[src/rtl/pc_sequencer_pkg.sv]
`default_nettype none
// ============================================================================
// Module      : pc_sequencer_pkg
// Description : Shared types, link-register constants and RISC-V immediate
//               decoders used by the PC sequencer and its RAS.
// Revision    : 1.0 - initial release
// ============================================================================
package pc_sequencer_pkg;

  typedef enum logic [1:0] {
    BOOT     = 2'd0,
    RUN      = 2'd1,
    REDIRECT = 2'd2
  } pc_state_e;

  // Registers treated as return-address links by the RAS hints
  localparam logic [4:0] c_LINK_X1 = 5'd1;
  localparam logic [4:0] c_LINK_X5 = 5'd5;

  // B-type immediate, sign-extended to 32 bits
  function automatic logic [31:0] imm_b(input logic [31:0] instr);
    return {{19{instr[31]}}, instr[31], instr[7], instr[30:25], instr[11:8], 1'b0};
  endfunction

  // J-type immediate, sign-extended to 32 bits
  function automatic logic [31:0] imm_j(input logic [31:0] instr);
    return {{11{instr[31]}}, instr[31], instr[19:12], instr[20], instr[30:21], 1'b0};
  endfunction

  function automatic logic is_link(input logic [4:0] r);
    return (r == c_LINK_X1) || (r == c_LINK_X5);
  endfunction

endpackage
`default_nettype wire

[src/rtl/pc_sequencer_if.sv]
`default_nettype none
// ============================================================================
// Module      : pc_sequencer_if
// Description : Pipe-in / ROB-commit / fetch bundle between the issue stage
//               and the PC sequencer. master = upstream, slave = sequencer.
// Revision    : 1.0 - initial release
// ============================================================================
interface pc_sequencer_if #(
  parameter int XLEN = 32
);
  import pc_sequencer_pkg::*;

  typedef struct packed {
    logic [XLEN-1:0] pc;
    logic [31:0]     instruction;
    logic            branch;
    logic            jump;
    logic            prediction;
  } pipe_in_t;

  // pipe side
  logic            issue_ready;
  logic            pipe_valid;
  pipe_in_t        pipe_in;
  logic            pipe_jalr;
  // ROB head commit side
  logic            commit_valid;
  logic            commit_is_branch;
  logic            commit_taken;
  logic            commit_result;
  logic [XLEN-1:0] commit_pc;
  logic [XLEN-1:0] commit_imm_se;
  logic            commit_jalr;
  logic [XLEN-1:0] jalr_taken_address;
  logic [XLEN-1:0] jalr_actual_address;
  // sequencer results
  logic [XLEN-1:0] pc;
  logic            fetch_valid;
  logic            mispredicted;
  logic [XLEN-1:0] jalr_pred_addr;

  modport master (
    output issue_ready, pipe_valid, pipe_in, pipe_jalr,
    output commit_valid, commit_is_branch, commit_taken, commit_result,
    output commit_pc, commit_imm_se, commit_jalr,
    output jalr_taken_address, jalr_actual_address,
    input  pc, fetch_valid, mispredicted, jalr_pred_addr
  );

  modport slave (
    input  issue_ready, pipe_valid, pipe_in, pipe_jalr,
    input  commit_valid, commit_is_branch, commit_taken, commit_result,
    input  commit_pc, commit_imm_se, commit_jalr,
    input  jalr_taken_address, jalr_actual_address,
    output pc, fetch_valid, mispredicted, jalr_pred_addr
  );

endinterface
`default_nettype wire

[src/rtl/pc_sequencer_ras_stack.sv]
`default_nettype none
// ============================================================================
// Module      : ras_stack
// Description : Circular return-address stack. A push onto a full stack
//               overwrites the oldest entry; a pop on empty is a no-op.
//               push+pop together replaces the top entry.
// Revision    : 1.0 - initial release
// ============================================================================
module ras_stack
  import pc_sequencer_pkg::*;
#(
  parameter int XLEN      = 32,
  parameter int RAS_DEPTH = 8
) (
  input  wire logic            clk,
  input  wire logic            rst,
  input  wire logic            i_push,
  input  wire logic            i_pop,
  input  wire logic            i_clear,
  input  wire logic [XLEN-1:0] i_push_data,
  output logic      [XLEN-1:0] o_top,
  output logic                 o_empty
);

  localparam int c_PTR_W = $clog2(RAS_DEPTH);
  localparam int c_CNT_W = $clog2(RAS_DEPTH + 1);

  logic [XLEN-1:0]    r_mem [RAS_DEPTH];
  logic [c_PTR_W-1:0] r_ptr;     // index of the current top entry
  logic [c_CNT_W-1:0] r_count;
  logic [c_PTR_W-1:0] w_ptr_inc;
  logic [c_PTR_W-1:0] w_wr_idx;
  logic               w_replace;

  assign w_ptr_inc = r_ptr + 1'b1;
  // Pop-then-push on a non-empty stack rewrites the top slot in place;
  // on an empty stack the pop is void and it degenerates to a plain push.
  assign w_replace = i_pop && (r_count != '0);
  assign w_wr_idx  = w_replace ? r_ptr : w_ptr_inc;
  assign o_top     = r_mem[r_ptr];
  assign o_empty   = (r_count == '0);

  // Pointer and occupancy tracking; clear empties the stack
  always_ff @(posedge clk) begin
    if (rst || i_clear) begin
      r_ptr   <= '0;
      r_count <= '0;
    end else if (i_push && i_pop) begin
      if (r_count == '0) begin
        r_ptr   <= w_ptr_inc;
        r_count <= c_CNT_W'(1);
      end
    end else if (i_push) begin
      r_ptr <= w_ptr_inc;
      if (r_count != c_CNT_W'(RAS_DEPTH)) begin
        r_count <= r_count + 1'b1;
      end
    end else if (i_pop) begin
      if (r_count != '0) begin
        r_ptr   <= r_ptr - 1'b1;
        r_count <= r_count - 1'b1;
      end
    end
  end

  // Entry storage; contents are only observed while the stack is non-empty
  always_ff @(posedge clk) begin
    if (!rst && !i_clear && i_push) begin
      r_mem[w_wr_idx] <= i_push_data;
    end
  end

endmodule
`default_nettype wire

[src/rtl/pc_sequencer.sv]
`default_nettype none
// ============================================================================
// Module      : pc_sequencer
// Description : Issue-stage fetch PC generator with redirect bubble FSM,
//               issue-queue stall handshake and RAS-based jalr prediction.
//               Optional macro PC_PERF_CTR_EN builds a 32-bit mispredict
//               counter; otherwise o_mispredict_count is tied to zero.
// Revision    : 1.0 - initial release
// ============================================================================
module pc_sequencer
  import pc_sequencer_pkg::*;
#(
  parameter int              XLEN      = 32,
  parameter logic [XLEN-1:0] RESET_PC  = '0,
  parameter int              RAS_DEPTH = 8
) (
  input  wire logic   clk,
  input  wire logic   reset,
  pc_sequencer_if.slave bus,
  output logic [31:0] o_mispredict_count
);

  pc_state_e       r_state;
  pc_state_e       w_state_next;
  logic [XLEN-1:0] r_pc;
  logic [XLEN-1:0] w_pc_next;

  logic            w_br_mis;
  logic            w_jalr_mis;
  logic            w_mis;
  logic [XLEN-1:0] w_redirect_target;
  logic            w_accept;

  logic [XLEN-1:0] w_imm_b;
  logic [XLEN-1:0] w_imm_j;
  logic [XLEN-1:0] w_pc_plus4;
  logic            w_take_branch;
  logic            w_is_jal;
  logic            w_is_jalr;
  logic [4:0]      w_rd;
  logic [4:0]      w_rs1;
  logic            w_rd_link;
  logic            w_rs1_link;
  logic            w_ras_push;
  logic            w_ras_pop;
  logic [XLEN-1:0] w_ras_top;
  logic            w_ras_empty;
  logic [XLEN-1:0] w_pred_raw;
  logic [XLEN-1:0] w_pred;
  logic            w_unused_opcode;

  // ---- commit-side misprediction detect ----
  assign w_br_mis   = bus.commit_is_branch & (bus.commit_taken ^ bus.commit_result);
  assign w_jalr_mis = bus.commit_jalr & (bus.jalr_taken_address != bus.jalr_actual_address);
  assign w_mis      = bus.commit_valid & (w_br_mis | w_jalr_mis);

  // Redirect target; a branch mispredict outranks a jalr mispredict
  always_comb begin
    w_redirect_target = {bus.jalr_actual_address[XLEN-1:1], 1'b0};
    if (w_br_mis) begin
      w_redirect_target = bus.commit_taken ? (bus.commit_pc + XLEN'(4))
                                           : (bus.commit_pc + bus.commit_imm_se);
    end
  end

  // ---- pipe-side decode ----
  assign w_imm_b         = XLEN'($signed(imm_b(bus.pipe_in.instruction)));
  assign w_imm_j         = XLEN'($signed(imm_j(bus.pipe_in.instruction)));
  assign w_pc_plus4      = r_pc + XLEN'(4);
  assign w_rd            = bus.pipe_in.instruction[11:7];
  assign w_rs1           = bus.pipe_in.instruction[19:15];
  assign w_rd_link       = is_link(w_rd);
  assign w_rs1_link      = is_link(w_rs1);
  assign w_unused_opcode = ^bus.pipe_in.instruction[6:0];

  assign w_take_branch = bus.pipe_in.branch & bus.pipe_in.prediction;
  assign w_is_jal      = ~w_take_branch & bus.pipe_in.jump;
  assign w_is_jalr     = ~w_take_branch & ~bus.pipe_in.jump & bus.pipe_jalr;

  assign w_accept = (r_state == RUN) & bus.pipe_valid & bus.issue_ready & ~w_mis;

  // RAS hint table: push on link rd, pop on link rs1 unless it is the same link as rd
  assign w_ras_push = w_accept & (w_is_jal | w_is_jalr) & w_rd_link;
  assign w_ras_pop  = w_accept & w_is_jalr & w_rs1_link & (~w_rd_link | (w_rd != w_rs1));

  assign w_pred_raw = w_ras_empty ? (bus.pipe_in.pc + XLEN'(4)) : w_ras_top;
  assign w_pred     = {w_pred_raw[XLEN-1:1], 1'b0};

  ras_stack #(
    .XLEN      (XLEN),
    .RAS_DEPTH (RAS_DEPTH)
  ) u_ras (
    .clk         (clk),
    .rst         (reset),
    .i_push      (w_ras_push),
    .i_pop       (w_ras_pop),
    .i_clear     (w_mis),
    .i_push_data (w_pc_plus4),
    .o_top       (w_ras_top),
    .o_empty     (w_ras_empty)
  );

  // Next fetch PC: redirect beats everything, else advance only on accept
  always_comb begin
    w_pc_next = r_pc;
    if (w_mis) begin
      w_pc_next = w_redirect_target;
    end else if (w_accept) begin
      if (w_take_branch) begin
        w_pc_next = r_pc + w_imm_b;
      end else if (bus.pipe_in.jump) begin
        w_pc_next = r_pc + w_imm_j;
      end else if (bus.pipe_jalr) begin
        w_pc_next = w_pred;
      end else begin
        w_pc_next = w_pc_plus4;
      end
    end
  end

  // Fetch PC register
  always_ff @(posedge clk) begin
    if (reset) begin
      r_pc <= RESET_PC;
    end else begin
      r_pc <= w_pc_next;
    end
  end

  // FSM next-state: one boot cycle, one bubble per redirect
  always_comb begin
    w_state_next = r_state;
    case (r_state)
      BOOT:     w_state_next = RUN;
      RUN:      w_state_next = w_mis ? REDIRECT : RUN;
      REDIRECT: w_state_next = w_mis ? REDIRECT : RUN;
      default:  w_state_next = BOOT;
    endcase
  end

  // FSM state register
  always_ff @(posedge clk) begin
    if (reset) begin
      r_state <= BOOT;
    end else begin
      r_state <= w_state_next;
    end
  end

  assign bus.pc             = r_pc;
  assign bus.fetch_valid    = (r_state == RUN);
  assign bus.mispredicted   = w_mis;
  assign bus.jalr_pred_addr = w_pred;

`ifdef PC_PERF_CTR_EN
  logic [31:0] r_mispredict_count;

  // Count every cycle a flush is signalled; wraps silently
  always_ff @(posedge clk) begin
    if (reset) begin
      r_mispredict_count <= 32'd0;
    end else if (w_mis) begin
      r_mispredict_count <= r_mispredict_count + 32'd1;
    end
  end

  assign o_mispredict_count = r_mispredict_count;
`else
  assign o_mispredict_count = 32'd0;
`endif

endmodule
`default_nettype wire

[src/flat_wrapper.sv]
// flat-port wrapper written by rule: the top's interface ports become plain ports
module pc_sequencer_flat import pc_sequencer_pkg::*;
#(
  parameter int              XLEN      = 32,
  parameter logic [XLEN-1:0] RESET_PC  = '0,
  parameter int              RAS_DEPTH = 8
)
  (clk, reset, o_mispredict_count, bus_issue_ready, bus_pipe_valid, bus_pipe_in, bus_pipe_jalr, bus_commit_valid, bus_commit_is_branch, bus_commit_taken, bus_commit_result, bus_commit_pc, bus_commit_imm_se, bus_commit_jalr, bus_jalr_taken_address, bus_jalr_actual_address, bus_pc, bus_fetch_valid, bus_mispredicted, bus_jalr_pred_addr);
  pc_sequencer_if #(.XLEN(XLEN)) bus_i ();
  input  wire logic clk;
  input  wire logic reset;
  output logic [31:0] o_mispredict_count;
  input wire logic [$bits(bus_i.issue_ready)-1:0] bus_issue_ready;
  input wire logic [$bits(bus_i.pipe_valid)-1:0] bus_pipe_valid;
  input wire logic [$bits(bus_i.pipe_in)-1:0] bus_pipe_in;
  input wire logic [$bits(bus_i.pipe_jalr)-1:0] bus_pipe_jalr;
  input wire logic [$bits(bus_i.commit_valid)-1:0] bus_commit_valid;
  input wire logic [$bits(bus_i.commit_is_branch)-1:0] bus_commit_is_branch;
  input wire logic [$bits(bus_i.commit_taken)-1:0] bus_commit_taken;
  input wire logic [$bits(bus_i.commit_result)-1:0] bus_commit_result;
  input wire logic [$bits(bus_i.commit_pc)-1:0] bus_commit_pc;
  input wire logic [$bits(bus_i.commit_imm_se)-1:0] bus_commit_imm_se;
  input wire logic [$bits(bus_i.commit_jalr)-1:0] bus_commit_jalr;
  input wire logic [$bits(bus_i.jalr_taken_address)-1:0] bus_jalr_taken_address;
  input wire logic [$bits(bus_i.jalr_actual_address)-1:0] bus_jalr_actual_address;
  output wire logic [$bits(bus_i.pc)-1:0] bus_pc;
  output wire logic [$bits(bus_i.fetch_valid)-1:0] bus_fetch_valid;
  output wire logic [$bits(bus_i.mispredicted)-1:0] bus_mispredicted;
  output wire logic [$bits(bus_i.jalr_pred_addr)-1:0] bus_jalr_pred_addr;
  assign bus_i.issue_ready = bus_issue_ready;
  assign bus_i.pipe_valid = bus_pipe_valid;
  assign bus_i.pipe_in = bus_pipe_in;
  assign bus_i.pipe_jalr = bus_pipe_jalr;
  assign bus_i.commit_valid = bus_commit_valid;
  assign bus_i.commit_is_branch = bus_commit_is_branch;
  assign bus_i.commit_taken = bus_commit_taken;
  assign bus_i.commit_result = bus_commit_result;
  assign bus_i.commit_pc = bus_commit_pc;
  assign bus_i.commit_imm_se = bus_commit_imm_se;
  assign bus_i.commit_jalr = bus_commit_jalr;
  assign bus_i.jalr_taken_address = bus_jalr_taken_address;
  assign bus_i.jalr_actual_address = bus_jalr_actual_address;
  assign bus_pc = bus_i.pc;
  assign bus_fetch_valid = bus_i.fetch_valid;
  assign bus_mispredicted = bus_i.mispredicted;
  assign bus_jalr_pred_addr = bus_i.jalr_pred_addr;
  pc_sequencer #(.XLEN(XLEN), .RESET_PC(RESET_PC), .RAS_DEPTH(RAS_DEPTH)) u_core (.clk(clk), .reset(reset), .bus(bus_i), .o_mispredict_count(o_mispredict_count));
endmodule
[config.mk]
export PLATFORM = sky130hd
export DESIGN_NAME = pc_sequencer_flat
export DESIGN_NICKNAME = d
export VERILOG_FILES = /design/src/rtl/pc_sequencer_pkg.sv /design/src/rtl/pc_sequencer_if.sv /design/src/rtl/pc_sequencer_ras_stack.sv /design/src/rtl/pc_sequencer.sv /design/src/flat_wrapper.sv
export SDC_FILE = /design/constraint.sdc
export NUM_CORES = 1
export LEC_CHECK = 0
export CAP_MARGIN = 10
export CORE_UTILIZATION = 56
export DETAILED_ROUTE_END_ITERATION = 10
export PLACE_DENSITY = 0.82
export SYNTH_ARGS = -nofsm -noshare
export SYNTH_HDL_FRONTEND = slang
export SYNTH_SLANG_ARGS = --single-unit
[constraint.sdc]
create_clock -name clk -period 5.3 [get_ports clk]
set_input_delay 0.795 -clock clk [delete_from_list [all_inputs] [get_ports clk]]
set_output_delay 0.795 -clock clk [all_outputs]
set_load 0.01 [all_outputs]
==> summary.md <==
| Metric | Value |
|---|---|
| Antenna violations before repair | `1` |
| R2R cell count | `11` |
| Critical Path Source | `bus_pipe_in[37]` |
| Commonest non-fill, non-tap cells in the layout | `clkdlybuf4s50_1 (260), edfxtp_1 (248), nand2_1 (135)` |
| Slowest CP cell | `clkdlybuf4s50_1` |
| Cells after Synth | `1,892` |
| Detail Route Antenna Nets | `0` |
| Yosys warnings | `0` |
| Least-Margin Pin Slew | `1.18 ns` |
| Number of DRC markers in iteration 0 | `1,658` |
| Overall Global Routing Usage | `34.9%` |
| Final setup TNS | `0 ns` |
| H-Tree Level Count | `1` |
| Die width | `190 µm` |
| Residual DRC | `0` |
| Fin cells | `2,591` |
| Hold buffer count at cts | `0` |
| Share of the synthesized area in the top cell type | `37.6%` |
| Overall routed net length | `63.4 mm` |
| HP Start | `u_core.bus.pc[0]` |
| Port Buffer Count | `261` |
| Vias in the first global route | `16,589` |
| Power Dens Cells | `255 mW/mm²` |
| Final Net Count | `2,408` |
| Crit-path most repeated cell | `clkdlybuf4s50_1` |
| Ys async rst share | `0%` |
| Max FO, Critical Path | `4` |
| Ant diodes | `0` |
| WS Path Type | `in -> out` |
| Synth cell types | `84` |
| Hpwl dp | `46.9 mm` |
| Tcrit/Tclk final | `87.9%` |
| CP endpoint kind | `output pin` |
| Top delay family on crit path | `simple AND/OR/NAND/NOR gates` |
| Synth top area cells | `edfxtp_1 (38%), mux4_2 (7.0%), ha_1 (5.3%)` |
| # IOs | `303` |
| Yosys reg bits | `292` |
| Die height | `190 µm` |
| Max Slew Vio Count | `0` |
| Skew final | `0.0365 ns` |
| Clk buf depth | `3` |
| Core ar. | `0.0347 mm²` |
| Seq/Total Area, Yosys | `42.0%` |
| Clk slew on worst S/H paths | `0.07 ns` |
| Starting Density | `57.1%` |
| Total Power | `0.00607 W` |
| Final hold violation count | `0` |
| Largest area contributor in the netlist | `edfxtp_1` |
| Synthesized area per cell | `10.5 µm²` |
| Min-Delay Path Class | `reg -> reg` |
| Max-cap viol count | `0` |
| Leakage Power | `8.37 nW` |
| Hold Path Cell Cnt | `2` |
| Fin crit period | `4.66 ns` |
| Syn-to-layout area delta | `20.2%` |
| Place WS | `0.692 ns` |
| Synth Flop Type | `edfxtp_1` |
| Pin count of the biggest net entering global routing | `46` |
| Unrepaired setup endpoints after global routing | `no` |
| Worst-skew pair later-pin latency | `0.57 ns` |
| R2r startpoint | `u_core.bus.pc[2]` |
| Layout fillers | `2,582` |
| Crit path buf inv count | `2` |
| Most common cell after layout, fill and taps aside | `clkdlybuf4s50_1` |
| Setup ws final | `0.642 ns` |
| Final-report setup violation count | `0` |
| Global route total overflow | `0` |
| Post-synth EDFFs | `248` |
| CTS resizes | `0` |
| Mapped Area | `0.0198 mm²` |
| First-pass GRT wire length | `94.9 mm` |
| Number of CTS-inserted buffers | `28` |
| CTS tree | `done` |
| Critical path startpoint category | `input port` |
| R2R Setup Slk | `1.34 ns` |
| Routed vias | `16,766` |
| Clock Sinks | `292` |
| Slowest stage delay, CP | `0.63 ns` |
| Placed instance count | `2,540` |
| GPL Wtd Cong | `0.979` |
| RR Endpoint | `u_core.bus.pc[29]` |
| Setup repair bufs after CTS | `0` |
| Worst-path cell chain | `clkdlybuf4s50_1, ha_1, nand4_1, or3_1, or4_1, a31oi_1, clkdlybuf4s50_1` |
| CP arrival | `3.86 ns` |
| Vias per cell | `6.47` |
| Maximum VDD drop | `0.000236 V` |
| Outcome | `complete, no violations` |
| Slew headroom | `20.6%` |
| Die area | `0.0361 mm²` |
| Worst EP required | `4.51 ns` |
| CTS root buffer | `clkbuf_16` |
| Hold path endpoint | `u_core.bus.pc[0]` |
| Peak Freq | `215 MHz` |
| Layout cells sized above 1 | `8.71%` |
| Drt pass-1 iters | `5` |
| FP Rows | `68` |
| DR WL/cell | `24.5 µm` |
==> registers in the layout (all words and copies together), names as in the netlist, named ones only <==
name / cells
u_core.u_ras.r_mem: 248
u_core.bus.pc: 32
u_core.u_ras.r_count: 4
u_core.u_ras.r_ptr: 3
u_core.r_state: 2
==> per-layer routing <==
metal  wire [µm]  global-route usage, %  vias up
met5          11                      0        -
met4        2710                   15.6        2
met3        6430                   6.42      154
met2       30600                   58.7      995
met1       23700                   43.6     7956
li1            -                      -     7659
==> logic make-up after synthesis <==
family / after synthesis / share of synthesized area [%]
AND/OR/NAND/NOR: 557 / 14.4
AO/OA/AOI/OAI: 495 / 16.4
XOR/XNOR: 175 / 7.74
multiplexers: 110 / 9.51
buffers and inverters: 174 / 4.14
other: 1 / 0.0189
flip-flops: 292 / 42.0
adder cells (fa/ha/maj): 88 / 5.71
==> synth_stat cells, types with 28 or more instances <==
cell / n
clkbuf_1: 73
and3_1: 33
a211oi_1: 55
inv_1: 34
o21ai_0: 98
nand2_1: 135
a21o_1: 37
nand4_1: 39
xnor2_1: 120
nor2_1: 116
edfxtp_1: 248
xor2_1: 55
buf_4: 39
o211ai_1: 28
mux4_2: 62
a21oi_1: 120
ha_1: 84
mux2i_1: 42
nand3_1: 67
dfxtp_1: 44
nor2b_1: 32
==> area by class of cell <==
cell class | count | area, µm² | share of cell area, %
flip-flops and latches | 292 | 8340 | 35.0
clock inverters | 16 | 190 | 0.799
repair buffers | 299 | 2990 | 12.6
multi-input cells | 1458 | 10800 | 45.4
clock buffers | 35 | 777 | 3.26
well taps | 455 | 569 | 2.39
inverters | 36 | 135 | 0.567
==> how the worst max path moves through the flow <==
stage / end / depth (start not counted) / slack (ns)
after floorplan: u_core.u_ras.r_mem[2][10] / 10 / 0.82
after global placement: bus_jalr_pred_addr[28] / 7 / 0.72
after detailed placement: bus_jalr_pred_addr[28] / 7 / 0.69
after CTS: bus_jalr_pred_addr[28] / 7 / 0.66
after global routing: bus_jalr_pred_addr[28] / 7 / 0.52
final: bus_jalr_pred_addr[28] / 7 / 0.64
==> worst min-delay path: stages, from the launching register on <==
cell     delay [ns]
dfxtp_1        0.34
o31ai_1        0.09
o22ai_1        0.07
==> power breakdown <==
group / leakage, nW / internal, W / switching (W) / total (W)
sequential: 2.64 / 0.00254 / 0.0000708 / 0.00261
combinational: 5.25 / 0.000588 / 0.000786 / 0.00137
clock: 0.475 / 0.00119 / 0.000884 / 0.00208
total: 8.37 / 0.00432 / 0.00174 / 0.00607
==> per-stage QoR <==
stage	utilization [%]	instance area [µm²]	hold slack, ns
floorplan	-	19900	0.458
global placement	65.8	22800	0.515
detailed placement	65.8	22800	0.527
CTS	68.6	23800	0.544
global route	68.6	23800	0.577
finish	68.6	23800	0.544
Power figures use the tool's default switching activity.
